==> config.mk <==
export PLATFORM = sky130hd
export DESIGN_NAME = gray_ptr_sync_mc_flat
export DESIGN_NICKNAME = d
export VERILOG_FILES = /design/src/rtl/gray_ptr_sync_mc_pkg.sv /design/src/rtl/gray_ptr_sync_mc_if.sv /design/src/rtl/gray_ptr_sync_mc_ch.sv /design/src/rtl/gray_ptr_sync_mc.sv /design/src/flat_wrapper.sv
export SDC_FILE = /design/constraint.sdc
export NUM_CORES = 1
export LEC_CHECK = 0
export BUFFER_PORTS_ARGS = -buffer_cell sky130_fd_sc_hd__clkbuf_2
export CORE_MARGIN = 4
export CORE_UTILIZATION = 51
export CTS_BUF_LIST = sky130_fd_sc_hd__clkbuf_16
export DETAILED_ROUTE_END_ITERATION = 12
export PLACE_DENSITY = 0.81
export SYNTH_ARGS = -nofsm -noshare
export SYNTH_HDL_FRONTEND = slang
export SYNTH_SLANG_ARGS = --single-unit
==> constraint.sdc <==
create_clock -name wclk -period 4.43 [get_ports wclk]
set_input_delay 1.329 -clock wclk [delete_from_list [all_inputs] [get_ports wclk]]
set_output_delay 1.329 -clock wclk [all_outputs]
set_load 0.01 [all_outputs]
==> src/rtl/gray_ptr_sync_mc_pkg.sv <==
// Shared helpers for the multi-channel Gray pointer synchroniser: Gray/binary
// conversion, population count and the legal synchroniser depth range.
package gray_ptr_sync_pkg;

  localparam int MIN_STAGES = 2;
  localparam int MAX_STAGES = 4;
  localparam int MIN_CH     = 1;
  localparam int MAX_CH     = 8;

  // Bits at or above 'width' are returned as zero, so callers can slice the low bits.
  function automatic logic [31:0] gray2bin(input logic [31:0] g, input int width);
    logic [31:0] b;
    logic        acc;
    b   = 32'd0;
    acc = 1'b0;
    for (int i = 31; i >= 0; i--) begin
      if (i < width) begin
        acc  = acc ^ g[i];
        b[i] = acc;
      end else begin
        b[i] = 1'b0;
      end
    end
    return b;
  endfunction

  function automatic logic [31:0] bin2gray(input logic [31:0] b, input int width);
    logic [31:0] mask;
    logic [31:0] masked;
    if (width >= 32) begin
      mask = 32'hFFFF_FFFF;
    end else begin
      mask = (32'd1 << width) - 32'd1;
    end
    masked = b & mask;
    return masked ^ (masked >> 1);
  endfunction

  function automatic int popcount(input logic [31:0] v, input int width);
    int cnt;
    cnt = 0;
    for (int i = 0; i < 32; i++) begin
      if ((i < width) && v[i]) begin
        cnt++;
      end else begin
        cnt = cnt;
      end
    end
    return cnt;
  endfunction

endpackage

==> src/rtl/gray_ptr_sync_mc_if.sv <==
// Pointer bundle between the read-pointer source, the synchroniser and the
// write-side flag logic. Channel c occupies bits [c*(PTR_WIDTH+1) +: PTR_WIDTH+1].
interface gray_ptr_sync_mc_if #(
  parameter int PTR_WIDTH = 9,
  parameter int NUM_CH    = 1
);
  logic [NUM_CH*(PTR_WIDTH+1)-1:0] rptr_gray;
  logic                            err_clr;
  logic [NUM_CH*(PTR_WIDTH+1)-1:0] rptr_sync;
  logic [NUM_CH*(PTR_WIDTH+1)-1:0] rptr_bin;
  logic [NUM_CH*(PTR_WIDTH+1)-1:0] rptr_delta;
  logic [NUM_CH-1:0]               rptr_upd;
  logic [NUM_CH-1:0]               gray_err;

  modport master (
    output rptr_gray, err_clr,
    input  rptr_sync, rptr_bin, rptr_delta, rptr_upd, gray_err
  );

  modport slave (
    input  rptr_gray, err_clr,
    output rptr_sync, rptr_bin, rptr_delta, rptr_upd, gray_err
  );
endinterface

==> src/rtl/gray_ptr_sync_mc_ch.sv <==
// One pointer channel: STAGES-deep synchroniser, registered binary, advance
// delta and update pulse. Gray integrity checker built when GRAY_PTR_SYNC_CHK_EN is defined.
module gray_ptr_sync_ch
  import gray_ptr_sync_pkg::*;
#(
  parameter int PTR_WIDTH = 9,
  parameter int STAGES    = 2
) (
  input  logic               wclk,
  input  logic               w_rst,
  input  logic [PTR_WIDTH:0] rptr_gray,
  input  logic               err_clr,
  output logic [PTR_WIDTH:0] rptr_sync,
  output logic [PTR_WIDTH:0] rptr_bin,
  output logic [PTR_WIDTH:0] rptr_delta,
  output logic               rptr_upd,
  output logic               gray_err
);

  localparam int W = PTR_WIDTH + 1;

  logic [PTR_WIDTH:0] stage_q [STAGES];
  logic [PTR_WIDTH:0] stage_d [STAGES];
  logic [PTR_WIDTH:0] bin_q, bin_d;
  logic [PTR_WIDTH:0] delta_q, delta_d;
  logic               upd_q, upd_d;
  logic [31:0]        bin_ext_s;

  // Next state of the synchroniser chain, binary pointer, delta and pulse.
  always_comb begin
    stage_d[0] = rptr_gray;
    for (int k = 1; k < STAGES; k++) begin
      stage_d[k] = stage_q[k-1];
    end
    bin_ext_s = gray2bin(32'(stage_q[STAGES-1]), W);
    bin_d     = bin_ext_s[PTR_WIDTH:0];
    delta_d   = bin_d - bin_q;
    upd_d     = (delta_d != {W{1'b0}});
  end

  // Data-path registers; reset discards anything still in the chain.
  always_ff @(posedge wclk) begin
    if (w_rst) begin
      for (int k = 0; k < STAGES; k++) begin
        stage_q[k] <= {W{1'b0}};
      end
      bin_q   <= {W{1'b0}};
      delta_q <= {W{1'b0}};
      upd_q   <= 1'b0;
    end else begin
      stage_q <= stage_d;
      bin_q   <= bin_d;
      delta_q <= delta_d;
      upd_q   <= upd_d;
    end
  end

  assign rptr_sync  = stage_q[STAGES-1];
  assign rptr_bin   = bin_q;
  assign rptr_delta = delta_q;
  assign rptr_upd   = upd_q;

`ifdef GRAY_PTR_SYNC_CHK_EN
  logic        err_q, err_d;
  logic        viol_s;
  logic [31:0] prev_gray_s;

  // bin_q re-encoded is the previous synchronised Gray value; a set beats a same-edge clear.
  always_comb begin
    prev_gray_s = bin2gray(32'(bin_q), W);
    viol_s      = (popcount(32'(stage_q[STAGES-1]) ^ prev_gray_s, W) > 1);
    if (err_clr) begin
      err_d = viol_s;
    end else begin
      err_d = err_q | viol_s;
    end
  end

  // Sticky error flag.
  always_ff @(posedge wclk) begin
    if (w_rst) begin
      err_q <= 1'b0;
    end else begin
      err_q <= err_d;
    end
  end

  assign gray_err = err_q;
`else
  logic unused_err_clr;
  assign unused_err_clr = err_clr;
  assign gray_err       = 1'b0;
`endif

endmodule

==> src/rtl/gray_ptr_sync_mc.sv <==
// Multi-channel read-to-write Gray pointer synchroniser (top). Optional Gray
// integrity checker enabled by defining GRAY_PTR_SYNC_CHK_EN.
module gray_ptr_sync_mc
  import gray_ptr_sync_pkg::*;
#(
  parameter int PTR_WIDTH = 9,
  parameter int STAGES    = 2,
  parameter int NUM_CH    = 1
) (
  input  logic                 wclk,
  input  logic                 w_rst,
  gray_ptr_sync_mc_if.slave    bus
);

  localparam int W = PTR_WIDTH + 1;

  if ((STAGES < MIN_STAGES) || (STAGES > MAX_STAGES)) begin : g_bad_stages
    $error("gray_ptr_sync_mc: STAGES=%0d outside %0d..%0d", STAGES, MIN_STAGES, MAX_STAGES);
  end
  if ((NUM_CH < MIN_CH) || (NUM_CH > MAX_CH)) begin : g_bad_ch
    $error("gray_ptr_sync_mc: NUM_CH=%0d outside %0d..%0d", NUM_CH, MIN_CH, MAX_CH);
  end

  logic [PTR_WIDTH:0] sync_a  [NUM_CH];
  logic [PTR_WIDTH:0] bin_a   [NUM_CH];
  logic [PTR_WIDTH:0] delta_a [NUM_CH];
  logic               upd_a   [NUM_CH];
  logic               err_a   [NUM_CH];

  for (genvar c = 0; c < NUM_CH; c++) begin : g_ch
    gray_ptr_sync_ch #(
      .PTR_WIDTH (PTR_WIDTH),
      .STAGES    (STAGES)
    ) u_ch (
      .wclk       (wclk),
      .w_rst      (w_rst),
      .rptr_gray  (bus.rptr_gray[c*W +: W]),
      .err_clr    (bus.err_clr),
      .rptr_sync  (sync_a[c]),
      .rptr_bin   (bin_a[c]),
      .rptr_delta (delta_a[c]),
      .rptr_upd   (upd_a[c]),
      .gray_err   (err_a[c])
    );
  end

  // Pack per-channel results onto the bus.
  always_comb begin
    bus.rptr_sync  = '0;
    bus.rptr_bin   = '0;
    bus.rptr_delta = '0;
    bus.rptr_upd   = '0;
    bus.gray_err   = '0;
    for (int c = 0; c < NUM_CH; c++) begin
      bus.rptr_sync[c*W +: W]  = sync_a[c];
      bus.rptr_bin[c*W +: W]   = bin_a[c];
      bus.rptr_delta[c*W +: W] = delta_a[c];
      bus.rptr_upd[c]          = upd_a[c];
      bus.gray_err[c]          = err_a[c];
    end
  end

endmodule
==> src/flat_wrapper.sv <==
// flat-port wrapper written by rule: the top's interface ports become plain ports
module gray_ptr_sync_mc_flat import gray_ptr_sync_pkg::*;
#(
  parameter int PTR_WIDTH = 9,
  parameter int STAGES    = 2,
  parameter int NUM_CH    = 1
)
  (wclk, w_rst, bus_rptr_gray, bus_err_clr, bus_rptr_sync, bus_rptr_bin, bus_rptr_delta, bus_rptr_upd, bus_gray_err);
  gray_ptr_sync_mc_if #(.PTR_WIDTH(PTR_WIDTH), .NUM_CH(NUM_CH)) bus_i ();
  input  logic wclk;
  input  logic w_rst;
  input wire logic [$bits(bus_i.rptr_gray)-1:0] bus_rptr_gray;
  input wire logic [$bits(bus_i.err_clr)-1:0] bus_err_clr;
  output wire logic [$bits(bus_i.rptr_sync)-1:0] bus_rptr_sync;
  output wire logic [$bits(bus_i.rptr_bin)-1:0] bus_rptr_bin;
  output wire logic [$bits(bus_i.rptr_delta)-1:0] bus_rptr_delta;
  output wire logic [$bits(bus_i.rptr_upd)-1:0] bus_rptr_upd;
  output wire logic [$bits(bus_i.gray_err)-1:0] bus_gray_err;
  assign bus_i.rptr_gray = bus_rptr_gray;
  assign bus_i.err_clr = bus_err_clr;
  assign bus_rptr_sync = bus_i.rptr_sync;
  assign bus_rptr_bin = bus_i.rptr_bin;
  assign bus_rptr_delta = bus_i.rptr_delta;
  assign bus_rptr_upd = bus_i.rptr_upd;
  assign bus_gray_err = bus_i.gray_err;
  gray_ptr_sync_mc #(.PTR_WIDTH(PTR_WIDTH), .STAGES(STAGES), .NUM_CH(NUM_CH)) u_core (.wclk(wclk), .w_rst(w_rst), .bus(bus_i));
endmodule
==> results.cfg, run 1 <==
[min_path]
min_delay_path_depth = 1
min_path_type = flip-flop to flip-flop
min_delay_worst_endpoint = u_core.g_ch[0].u_ch.rptr_sync[8]$_SDFF_PP0_
worst_hold_startpoint = u_core.g_ch[0].u_ch.stage_d[8]$_SDFF_PP0_

[critical_path]
worst_setup_path_start_kind = flip-flop
worst_ep_arrival_ps = 4080
worst_r2r_endpoint = u_core.g_ch[0].u_ch.rptr_upd$_SDFF_PP0_
regToRegSetupSlack_ps = 480
worst_r2r_path_depth = 13
path_max_fanout = 5
critical_path_type = flip-flop to flip-flop
worstSetupEndpointType = flip-flop
crit-reg2reg-launch = u_core.g_ch[0].u_ch.rptr_sync[9]$_SDFF_PP0_
critPathRequiredTime_ps = 4560

[placement]
dpl.hpwl_mm = 2.26
gp_congestion = 0.783
port_buffers = 42
dp_worst_setup_slack_ps = 491

[outcome]
outcome = finished clean

[timing]
fmax_ghz = 0.253
finalSetupTns_ps = 0
final.min_clock_period_ps = 3950
setup_viol = 0
rsz0062_at_grt = no
finalCritPeriodShare_pct = 89.3
finalHoldViolations = 0
finClkSkew_ps = 4.19
slew-limit-headroom_pct = 48.6
final.hold.worst_slack_ps = 438
worstMarginPinSlew_ps = 771
worst_slack_ps = 476
drv_slew = 0

[power_and_ir_drop]
intPower_uw = 930
static_leakage_uw = 0.00103
share_seq_of_total_power_pct = 34.2
combinationalPowerShare_pct = 30.6
vdd_ir_drop_max_v = 0.000345
report.power.total_uw = 1300
netSwitchingPower_uw = 374
power.switching_fraction_pct = 28.7
clkPwrFrac_pct = 35.2
power.density_cell_area_nw_per_um2 = 602

[route]
via_count = 1224
drc = 0
postRouteWirelength_mm = 3.05
detailedRoute.firstPassIterationCount = 4
detail-route-antenna-nets = 0
routed_wire_length_per_instance_um = 12.0
drt-vias-per-instance = 4.80
drt-initial-drc-count = 65

[clock_network]
buffer_levels_on_the_longest_clock_path = 2
root_buffer = sky130_fd_sc_hd__clkbuf_16
clk_pin_slew_ps = 60
cts_tree = done
cts_resized = 0
clock_insertion_delay_worst_skew_ps = 280
clkSinkCount = 41
post_cts.repair.setup_buffers = 0
cts_buffers = 5
cts_hold_buf = 0
cts-htree-levels = 2

[job]
max_cap_viol_count = 0

[floorplanning]
floorplan.rows = 20
initial_core_util_pct = 55.2
floorplan.die.width_um = 66.4
io_pins = 45
die_h_um = 66.4
core_area_um2 = 3150
die_area_um2 = 4410

[synthesis]
dominantRegCellSynth = sky130_fd_sc_hd__dfxtp_1
ys_warn_count = 0
synth_top_cells_by_count = sky130_fd_sc_hd__dfxtp_1 (41), sky130_fd_sc_hd__nor2b_1 (29), sky130_fd_sc_hd__inv_1 (15), sky130_fd_sc_hd__nor2_1 (15), sky130_fd_sc_hd__ha_1 (9)
yosys.cell_types.count = 37
async_reset_ff_share_pct = 0
most_common_cell_in_the_netlist = sky130_fd_sc_hd__dfxtp_1
post_synth_inst_count = 167
synth_seq_area_share_pct = 47.2
synth_top_cell_area_share_pct = 47.2
synth_largest_area_cell = sky130_fd_sc_hd__dfxtp_1
synthTopCellsByArea = sky130_fd_sc_hd__dfxtp_1 (47%), sky130_fd_sc_hd__nor2b_1 (10%), sky130_fd_sc_hd__ha_1 (6.5%), sky130_fd_sc_hd__inv_1 (3.2%), sky130_fd_sc_hd__nor2_1 (3.2%)
syn_nets = 190
synth.avg_cell_area_um2 = 10.4
post_synthesis_cell_area_um2 = 1740
number_of_enable_type_register_cells_in_the_synthesized_netlist = 0
synth.ff_latch_count = 41

[cells_and_area]
area_growth_pct = 24.4
layout_cell_share_with_drive_strength_beyond_1_pct = 28.0
layout.nets = 233
antenna_cells_inserted = 0

[grt]
grt_antenna_before_repair = 0
global_route_wire_length_before_repair_mm = 5.35
grtUsageTotal_pct = 16.3
global_route.overflow_total = 0
grt_max_degree = 44
first_global_vias = 1238
[how the worst max path moves through the flow]
stage,depth (start not counted),from,slack (ps),to
3_5_place_dp,13,u_core.g_ch[0].u_ch.rptr_sync[9]$_SDFF_PP0_,490,u_core.g_ch[0].u_ch.rptr_upd$_SDFF_PP0_
3_3_place_gp,13,u_core.g_ch[0].u_ch.rptr_sync[9]$_SDFF_PP0_,610,u_core.g_ch[0].u_ch.rptr_upd$_SDFF_PP0_
5_1_grt,13,u_core.g_ch[0].u_ch.rptr_sync[9]$_SDFF_PP0_,250,u_core.g_ch[0].u_ch.rptr_upd$_SDFF_PP0_
2_1_floorplan,13,u_core.g_ch[0].u_ch.rptr_sync[9]$_SDFF_PP0_,860,u_core.g_ch[0].u_ch.rptr_upd$_SDFF_PP0_
4_1_cts,13,u_core.g_ch[0].u_ch.rptr_sync[9]$_SDFF_PP0_,460,u_core.g_ch[0].u_ch.rptr_upd$_SDFF_PP0_
6_report,13,u_core.g_ch[0].u_ch.rptr_sync[9]$_SDFF_PP0_,480,u_core.g_ch[0].u_ch.rptr_upd$_SDFF_PP0_
[logic make-up (layout without fill, tap and decap cells)]
kind of cell               Yosys count  in the layout  synth area share (%)
buffers and inverters               21             65                  4.96
and+or+nand+nor                     56             56                  18.0
muxes                                2              2                  1.15
adders and majority gates           10             10                  7.62
xor gates and xnor gates            14             14                  11.9
other                                1              1                 0.215
AOI/OAI and AO/OA                   22             22                  9.06
DFF                                 41             41                  47.2
[state kept, by name, summed over array words and instances, names as in the netlist]
name	count
u_core.g_ch.u_ch.rptr_upd	1
u_core.g_ch.u_ch.rptr_sync	10
u_core.g_ch.u_ch.rptr_delta	10
u_core.g_ch.u_ch.rptr_bin	10
u_core.g_ch.u_ch.stage_d	10
[stage by stage]
stage / area (um^2) / instances / utilization, %
global placement: 1980 / 247 / 62.7
finish: 2170 / 255 / 68.7
floorplan: 1740 / 167 / -
detailed placement: 1980 / 247 / 62.7
CTS: 2170 / 255 / 68.7
global route: 2170 / 255 / 68.7
[cell type report]
class	count	area (um^2)
fillers	250	987
multi-input cells	105	833
flip-flops and latches	41	821
repair buffers	42	210
clock buffers	5	125
clock inverters	3	65.1
inverters	15	56.3
well taps	44	55.1
[worst max-delay path, cell delays in order (launching register included)]
cell	delay, ps
sky130_fd_sc_hd__dfxtp_1	410
sky130_fd_sc_hd__xor3_2	520
sky130_fd_sc_hd__xnor3_2	320
sky130_fd_sc_hd__xnor2_4	190
sky130_fd_sc_hd__xnor2_4	260
sky130_fd_sc_hd__xor2_2	280
sky130_fd_sc_hd__inv_1	90
sky130_fd_sc_hd__ha_1	280
sky130_fd_sc_hd__nor2b_1	150
sky130_fd_sc_hd__o31a_1	290
sky130_fd_sc_hd__nor3_1	270
sky130_fd_sc_hd__o311ai_0	190
sky130_fd_sc_hd__a2111oi_0	410
sky130_fd_sc_hd__o211ai_1	140
[per-layer routing]
metal  global-route usage (%)  vias up  wire, um
li1                         -      628         -
met1                     17.1      550      1230
met2                     28.5       41      1550
met3                     6.29        5       222
met4                     7.36        0        48
met5                        0        -         0
[cell usage in the layout (no fill, tap or decap), types with 2 or more instances in the layout]
cell	netlist	final
sky130_fd_sc_hd__clkbuf_2	0	42
sky130_fd_sc_hd__dfxtp_1	41	41
sky130_fd_sc_hd__nor2b_1	29	29
sky130_fd_sc_hd__inv_1	15	15
sky130_fd_sc_hd__nor2_1	15	15
sky130_fd_sc_hd__ha_1	9	9
sky130_fd_sc_hd__xnor2_1	5	5
sky130_fd_sc_hd__o21ai_0	5	5
sky130_fd_sc_hd__clkbuf_16	0	5
sky130_fd_sc_hd__xor2_1	3	3
sky130_fd_sc_hd__o21a_1	3	3
sky130_fd_sc_hd__a21o_1	3	3
sky130_fd_sc_hd__xnor2_4	2	2
sky130_fd_sc_hd__o31a_1	2	2
sky130_fd_sc_hd__nor4_1	2	2
sky130_fd_sc_hd__a21oi_1	2	2
sky130_fd_sc_hd__or2_2	2	2
sky130_fd_sc_hd__o211ai_1	2	2
sky130_fd_sc_hd__mux2i_1	2	2
sky130_fd_sc_hd__a2111oi_0	2	2
sky130_fd_sc_hd__bufinv_16	0	2
[power groups by stage]
stage | registers, uW | logic [uW] | clock network, uW
2_1_floorplan | 479 | 262 | 0
3_3_place_gp | 451 | 376 | 0
3_5_place_dp | 454 | 394 | 0
4_1_cts | 447 | 398 | 469
5_1_grt | 452 | 442 | 488
6_report | 446 | 399 | 459
Power figures use the tool's default switching activity.
==> inputs of run 2 (changes only) <==
ABC_AREA = 1   (was default)
CORE_UTILIZATION = 53   (was 51)
PLACE_DENSITY = 0.83   (was 0.81)
RECOVER_POWER = 100   (was default)
SKIP_LAST_GASP = 1   (was default)
==> run 2 against run 1 <==
Effect of this change:
- the flow now finishes with violations (max-capacitance violations, max-slew violations)
- final cell count up 29%
- area after synthesis grew 9.7%
- first-iteration DRC count decreased by 28%
- critical path type unchanged
- critical endpoint unchanged
- largest cell class is now registers
- highest routed layer unchanged
==> results.cfg, run 2 <==
[synthesis]
post_synth_inst_count = 240
syn_nets = 263
synthTopCellsByArea = sky130_fd_sc_hd__dfxtp_1 (43%), sky130_fd_sc_hd__inv_1 (11%), sky130_fd_sc_hd__nor2_1 (7.5%), sky130_fd_sc_hd__ha_1 (5.9%), sky130_fd_sc_hd__nand3_2 (5.2%)
async_reset_ff_share_pct = 0
synth_seq_area_share_pct = 43.0
synth.avg_cell_area_um2 = 7.96
synth_top_cells_by_count = sky130_fd_sc_hd__inv_1 (55), sky130_fd_sc_hd__dfxtp_1 (41), sky130_fd_sc_hd__nor2_1 (38), sky130_fd_sc_hd__nand2_1 (22), sky130_fd_sc_hd__nand3_1 (14)
most_common_cell_in_the_netlist = sky130_fd_sc_hd__inv_1
post_synthesis_cell_area_um2 = 1910
dominantRegCellSynth = sky130_fd_sc_hd__dfxtp_1
synth_largest_area_cell = sky130_fd_sc_hd__dfxtp_1
ys_warn_count = 0
synth_top_cell_area_share_pct = 43.0
synth.ff_latch_count = 41
number_of_enable_type_register_cells_in_the_synthesized_netlist = 0
yosys.cell_types.count = 29

[clock_network]
buffer_levels_on_the_longest_clock_path = 2
cts_tree = done
clk_pin_slew_ps = 50
cts_hold_buf = 0
post_cts.repair.setup_buffers = 0
cts_buffers = 5
clock_insertion_delay_worst_skew_ps = 280
clkSinkCount = 41
cts_resized = 0
root_buffer = sky130_fd_sc_hd__clkbuf_16
cts-htree-levels = 2

[cells_and_area]
layout_cell_share_with_drive_strength_beyond_1_pct = 13.4
layout.nets = 305
antenna_cells_inserted = 0
multi_input_comb_area_um2 = 815
nFillCells = 309
final_std_cell_area_no_fill_um2 = 2240
mostFrequentLayoutCells = sky130_fd_sc_hd__inv_1 (57), sky130_fd_sc_hd__dfxtp_1 (41), sky130_fd_sc_hd__nor2_1 (38), sky130_fd_sc_hd__clkbuf_1 (32), sky130_fd_sc_hd__nand2_1 (24)
layout.area.seq_um2 = 821
layout.cells.most_common = sky130_fd_sc_hd__inv_1
area_growth_pct = 17.1

[route]
detailedRoute.firstPassIterationCount = 4
detail-route-antenna-nets = 0
via_count = 1497
routed_wire_length_per_instance_um = 10.2
drc = 0
postRouteWirelength_mm = 3.36
drt-initial-drc-count = 47
drt-vias-per-instance = 4.55

[power_and_ir_drop]
vdd_ir_drop_max_v = 0.000332
power.density_cell_area_nw_per_um2 = 480
combinationalPowerShare_pct = 24.0
clkPwrFrac_pct = 36.5
static_leakage_uw = 0.00110
power.switching_fraction_pct = 28.6
netSwitchingPower_uw = 307
intPower_uw = 767
share_seq_of_total_power_pct = 39.5

[timing]
finalHoldViolations = 0
slew-limit-headroom_pct = -13.6
final.min_clock_period_ps = 3680
finClkSkew_ps = 3.95
setup_viol = 0
final.hold.worst_slack_ps = 403
finalSetupTns_ps = 0
rsz0062_at_grt = no
finalCritPeriodShare_pct = 83.0
fmax_ghz = 0.272
worst_slack_ps = 752
drv_slew = 42
worstMarginPinSlew_ps = 1700

[outcome]
violations = max-capacitance violations, max-slew violations
outcome = complete, but fails checks

[floorplanning]
core_area_um2 = 3420
floorplan.die.width_um = 68.0
die_h_um = 68.0
initial_core_util_pct = 55.9
io_pins = 45
die_area_um2 = 4630
floorplan.rows = 21

[critical_path]
worst_r2r_endpoint = u_core.g_ch[0].u_ch.rptr_upd$_SDFF_PP0_
regToRegSetupSlack_ps = 750
crit-reg2reg-launch = u_core.g_ch[0].u_ch.rptr_sync[9]$_SDFF_PP0_
worst_ep_arrival_ps = 3770
path_max_fanout = 5
critical_path_type = flip-flop to flip-flop
critPathRequiredTime_ps = 4520
worstSetupEndpointType = flip-flop
worst_setup_path_start_kind = flip-flop
worst_r2r_path_depth = 23

[grt]
grt_max_degree = 42
global_route.overflow_total = 0
grt_antenna_before_repair = 0
grtUsageTotal_pct = 16.6
first_global_vias = 1430
global_route_wire_length_before_repair_mm = 5.69

[placement]
port_buffers = 42
placed_area_um2 = 2130
gp_congestion = 0.812
dpl.hpwl_mm = 2.40
dp_worst_setup_slack_ps = 1000

[min_path]
min_delay_worst_endpoint = u_core.g_ch[0].u_ch.rptr_sync[4]$_SDFF_PP0_
worst_hold_startpoint = u_core.g_ch[0].u_ch.stage_d[4]$_SDFF_PP0_
min_path_type = flip-flop to flip-flop
min_delay_path_depth = 2

[job]
max_cap_viol_count = 1
==> run 2: cell families after synthesis <==
group                    synth area share, %
XOR/XNOR                                2.29
other                                  0.196
adder cells (fa/ha/maj)                 6.95
flip-flops                              43.0
buffers and inverters                   13.6
AO/OA/AOI/OAI                           4.19
AND/OR/NAND/NOR                         29.8
==> run 2: metrics by stage <==
| step | cells | power (uW) | util, % |
|---|---|---|---|
| 2_1_floorplan | 240 | 630 | - |
| 3_3_place_gp | 321 | 688 | 62.3 |
| 3_5_place_dp | 321 | 697 | 62.3 |
| 4_1_cts | 329 | 1100 | 67.1 |
| 5_1_grt | 329 | 1140 | 65.5 |
| 6_report | 329 | 1070 | 65.5 |
==> run 2: cell type report <==
class	count	share of cell area, %
Clock buffer	5	5.60
Clock inverter	3	1.68
Inverter	56	9.40
Multi-Input combinational cell	136	36.4
Sequential cell	41	36.7
Tap cell	46	2.57
Timing Repair Buffer	42	7.61
==> run 2: power by group through the flow <==
stage / clock network, uW / logic [uW] / registers, uW
after global placement: 0 / 256 / 432
after floorplan: 0 / 179 / 451
after CTS: 402 / 271 / 425
final: 392 / 258 / 424
after detailed placement: 0 / 265 / 433
after global routing: 414 / 298 / 429
==> run 2: worst max-delay path by stage <==
stage / start / endpoint / cells after the start / slack, ps
after floorplan: u_core.g_ch[0].u_ch.rptr_sync[8]$_SDFF_PP0_ / u_core.g_ch[0].u_ch.rptr_upd$_SDFF_PP0_ / 23 / 1320
after global placement: u_core.g_ch[0].u_ch.rptr_sync[9]$_SDFF_PP0_ / u_core.g_ch[0].u_ch.rptr_upd$_SDFF_PP0_ / 23 / 1060
after detailed placement: u_core.g_ch[0].u_ch.rptr_sync[9]$_SDFF_PP0_ / u_core.g_ch[0].u_ch.rptr_upd$_SDFF_PP0_ / 21 / 1000
after CTS: u_core.g_ch[0].u_ch.rptr_sync[9]$_SDFF_PP0_ / u_core.g_ch[0].u_ch.rptr_upd$_SDFF_PP0_ / 23 / 980
after global routing: u_core.g_ch[0].u_ch.rptr_sync[9]$_SDFF_PP0_ / u_core.g_ch[0].u_ch.rptr_upd$_SDFF_PP0_ / 23 / 320
final: u_core.g_ch[0].u_ch.rptr_sync[9]$_SDFF_PP0_ / u_core.g_ch[0].u_ch.rptr_upd$_SDFF_PP0_ / 23 / 750
==> run 2: critical path: stages, from the launching register on <==
cell and delay (ps):
sky130_fd_sc_hd__dfxtp_1 400, sky130_fd_sc_hd__inv_1 100, sky130_fd_sc_hd__nand2_1 110, sky130_fd_sc_hd__nand3_4 100
sky130_fd_sc_hd__nand2_1 180, sky130_fd_sc_hd__nand2_4 80, sky130_fd_sc_hd__nand3_2 80, sky130_fd_sc_hd__nand2_1 130
sky130_fd_sc_hd__nand2_2 90, sky130_fd_sc_hd__nand3_1 160, sky130_fd_sc_hd__nand3_1 160, sky130_fd_sc_hd__nand3_1 110
sky130_fd_sc_hd__nand3_2 90, sky130_fd_sc_hd__nand2_2 60, sky130_fd_sc_hd__ha_1 230, sky130_fd_sc_hd__fa_1 400
sky130_fd_sc_hd__nand3b_1 190, sky130_fd_sc_hd__nand2_1 80, sky130_fd_sc_hd__nand2_1 50, sky130_fd_sc_hd__and2_1 140
sky130_fd_sc_hd__nor3_1 180, sky130_fd_sc_hd__nand3_1 100, sky130_fd_sc_hd__o21ai_0 160, sky130_fd_sc_hd__o211ai_1 100
==> run 2: per-layer routing <==
metal | part of all wire, % | global-route usage, %
met1 | 38 | 15.8
met2 | 53 | 31.6
met3 | 8.0 | 6.24
met4 | 1.1 | 6.45
met5 | 0 | 0
==> inputs of run 3 (changes only) <==
clock period = 3.7 ns   (was 4.43 ns; I/O delays follow)
==> run 3 against run 2 <==
Effect of this change:
- the run now ends clean
- combinational power rose by 21%
- maximum frequency rose by 10%
- critical path depth did not move
- sequential power increased by 20%
- core utilization increased by 0.99 points
- global-route usage shrank 1.1 points
==> results.cfg, run 3 (synthesized netlist as in run 2, its figures left out) <==
[power_and_ir_drop]
intPower_uw = 920
share_seq_of_total_power_pct = 39.5
clkPwrFrac_pct = 36.2
report.power.total_uw = 1290
vdd_ir_drop_max_v = 0.000375
power.switching_fraction_pct = 28.5
netSwitchingPower_uw = 366
combinationalPowerShare_pct = 24.3
static_leakage_uw = 0.00111
power.density_cell_area_nw_per_um2 = 567

[critical_path]
worst_r2r_path_depth = 23
critPathRequiredTime_ps = 3840
critical-path-slowest-cell = sky130_fd_sc_hd__fa_1
worst_r2r_endpoint = u_core.g_ch[0].u_ch.rptr_upd$_SDFF_PP0_
cpPeakStageDelay_ps = 410
worst_setup_path_start_kind = flip-flop
worstSetupEndpointType = flip-flop
path_max_fanout = 5
crit-reg2reg-launch = u_core.g_ch[0].u_ch.rptr_sync[9]$_SDFF_PP0_
crit_buf_inv = 0
worst_ep_arrival_ps = 3480
regToRegSetupSlack_ps = 360
timing.critical_path.cells = nand2_1 > nand3_4 > nand2_4 > nand2_4 > nand3_2 > nand2_2 > nand2_2 > nand3_2 > nand2_2 > nand2_4 > nand3_2 > nand3_2 > nand2_2 > ha_1 > fa_1 > nand3b_1 > nand2_1 > nand2_1 > and2_1 > nor3_2 > nand3_1 > o21ai_1 > o211ai_1
critPathTopFamily = simple AND/OR/NAND/NOR gates
critical_path_type = flip-flop to flip-flop

[job]
max_cap_viol_count = 0

[clock_network]
buffer_levels_on_the_longest_clock_path = 2
clk_pin_slew_ps = 50
root_buffer = sky130_fd_sc_hd__clkbuf_16
clkSinkCount = 41
cts_hold_buf = 0
cts-htree-levels = 2
clock_insertion_delay_worst_skew_ps = 270
post_cts.repair.setup_buffers = 0
cts_tree = done
cts_buffers = 5
cts_resized = 0

[route]
drc = 0
drt-vias-per-instance = 4.55
via_count = 1502
detailedRoute.firstPassIterationCount = 4
postRouteWirelength_mm = 3.19
detail-route-antenna-nets = 0
drt-initial-drc-count = 46
routed_wire_length_per_instance_um = 9.66

[floorplanning]
floorplan.rows = 21
floorplan.die.width_um = 68.0
die_h_um = 68.0
initial_core_util_pct = 55.9
die_area_um2 = 4630
core_area_um2 = 3420
io_pins = 45

[min_path]
min_delay_worst_endpoint = u_core.g_ch[0].u_ch.rptr_sync[9]$_SDFF_PP0_
min_delay_path_depth = 2
min_path_type = flip-flop to flip-flop
worst_hold_startpoint = u_core.g_ch[0].u_ch.stage_d[9]$_SDFF_PP0_

[placement]
port_buffers = 42
dpl.hpwl_mm = 2.44
gp_congestion = 0.816
placed_area_um2 = 2140

[cells_and_area]
nFillCells = 314
postLayoutCoreUtil_pct = 66.4
layout.cells.most_common = sky130_fd_sc_hd__inv_1
layout_cell_share_with_drive_strength_beyond_1_pct = 16.9
layout.area.seq_um2 = 823
mostFrequentLayoutCells = sky130_fd_sc_hd__inv_1 (56), sky130_fd_sc_hd__dfxtp_1 (39), sky130_fd_sc_hd__nor2_1 (38), sky130_fd_sc_hd__clkbuf_1 (31), sky130_fd_sc_hd__nand2_1 (22)
final_std_cell_area_no_fill_um2 = 2270
multi_input_comb_area_um2 = 840
area_growth_pct = 18.9
layout.nets = 306
antenna_cells_inserted = 0

[timing]
rsz0062_at_grt = no
drv_slew = 0
setup_viol = 0
finClkSkew_ps = 2.98
worstMarginPinSlew_ps = 785
finalHoldViolations = 0
fmax_ghz = 0.299
slew-limit-headroom_pct = 47.6
final.hold.worst_slack_ps = 397
finalSetupTns_ps = 0
final.min_clock_period_ps = 3340
finalCritPeriodShare_pct = 90.3

[outcome]
outcome = finished clean

[grt]
grt_antenna_before_repair = 0
global_route_wire_length_before_repair_mm = 5.44
grt_max_degree = 23
global_route.overflow_total = 0
first_global_vias = 1422
grtUsageTotal_pct = 15.5
-- run 3: cell types whose count changed in the layout (fill, tap and decap cells not counted), sizes merged --
cell    change
clkbuf      +1
-- run 3: per-layer routing --
metal	up-vias	global-route usage, %	part of all wire [%]
li1	811	-	-
met1	650	15.6	40
met2	34	28.8	52
met3	7	3.45	5.8
met4	0	9.43	2.0
met5	-	0	0
-- run 3: stage by stage --
step           cells  setup slack (ps)
2_1_floorplan    240               595
3_3_place_gp     322               348
3_5_place_dp     322               277
4_1_cts          330               245
5_1_grt          330              9.36
6_report         330               358
-- run 3: worst max-delay path by stage --
stage	start	end	slack, ps	cells after the start
final	u_core.g_ch[0].u_ch.rptr_sync[9]$_SDFF_PP0_	u_core.g_ch[0].u_ch.rptr_upd$_SDFF_PP0_	360	23
after global routing	u_core.g_ch[0].u_ch.rptr_sync[9]$_SDFF_PP0_	u_core.g_ch[0].u_ch.rptr_upd$_SDFF_PP0_	9	26
after CTS	u_core.g_ch[0].u_ch.rptr_sync[9]$_SDFF_PP0_	u_core.g_ch[0].u_ch.rptr_upd$_SDFF_PP0_	240	23
after detailed placement	u_core.g_ch[0].u_ch.rptr_sync[9]$_SDFF_PP0_	u_core.g_ch[0].u_ch.rptr_upd$_SDFF_PP0_	280	23
after global placement	u_core.g_ch[0].u_ch.rptr_sync[9]$_SDFF_PP0_	u_core.g_ch[0].u_ch.rptr_upd$_SDFF_PP0_	350	23
after floorplan	u_core.g_ch[0].u_ch.rptr_sync[8]$_SDFF_PP0_	u_core.g_ch[0].u_ch.rptr_upd$_SDFF_PP0_	590	23
-- run 3: worst min-delay path, delay by kind of cell, from the launching register on --
family / cells / cell delay (ps)
flip-flops: 1 / 290
buffers and inverters: 1 / 40
AND/OR/NAND/NOR: 1 / 30
-- run 3: cell type report --
type,instances,share of cell area (%)
Multi-Input combinational cell,136,37.0
Sequential cell,41,36.3
Clock buffer,5,5.51
Timing Repair Buffer,43,7.77
Tap cell,46,2.54
Clock inverter,3,1.65
Inverter,56,9.26
-- run 3: power by group through the flow --
stage / registers (uW) / clock network (uW) / logic (uW)
floorplan: 540 / 0 / 214
global placement: 517 / 0 / 307
detailed placement: 519 / 0 / 316
CTS: 509 / 480 / 320
global route: 515 / 490 / 359
finish: 509 / 465 / 312
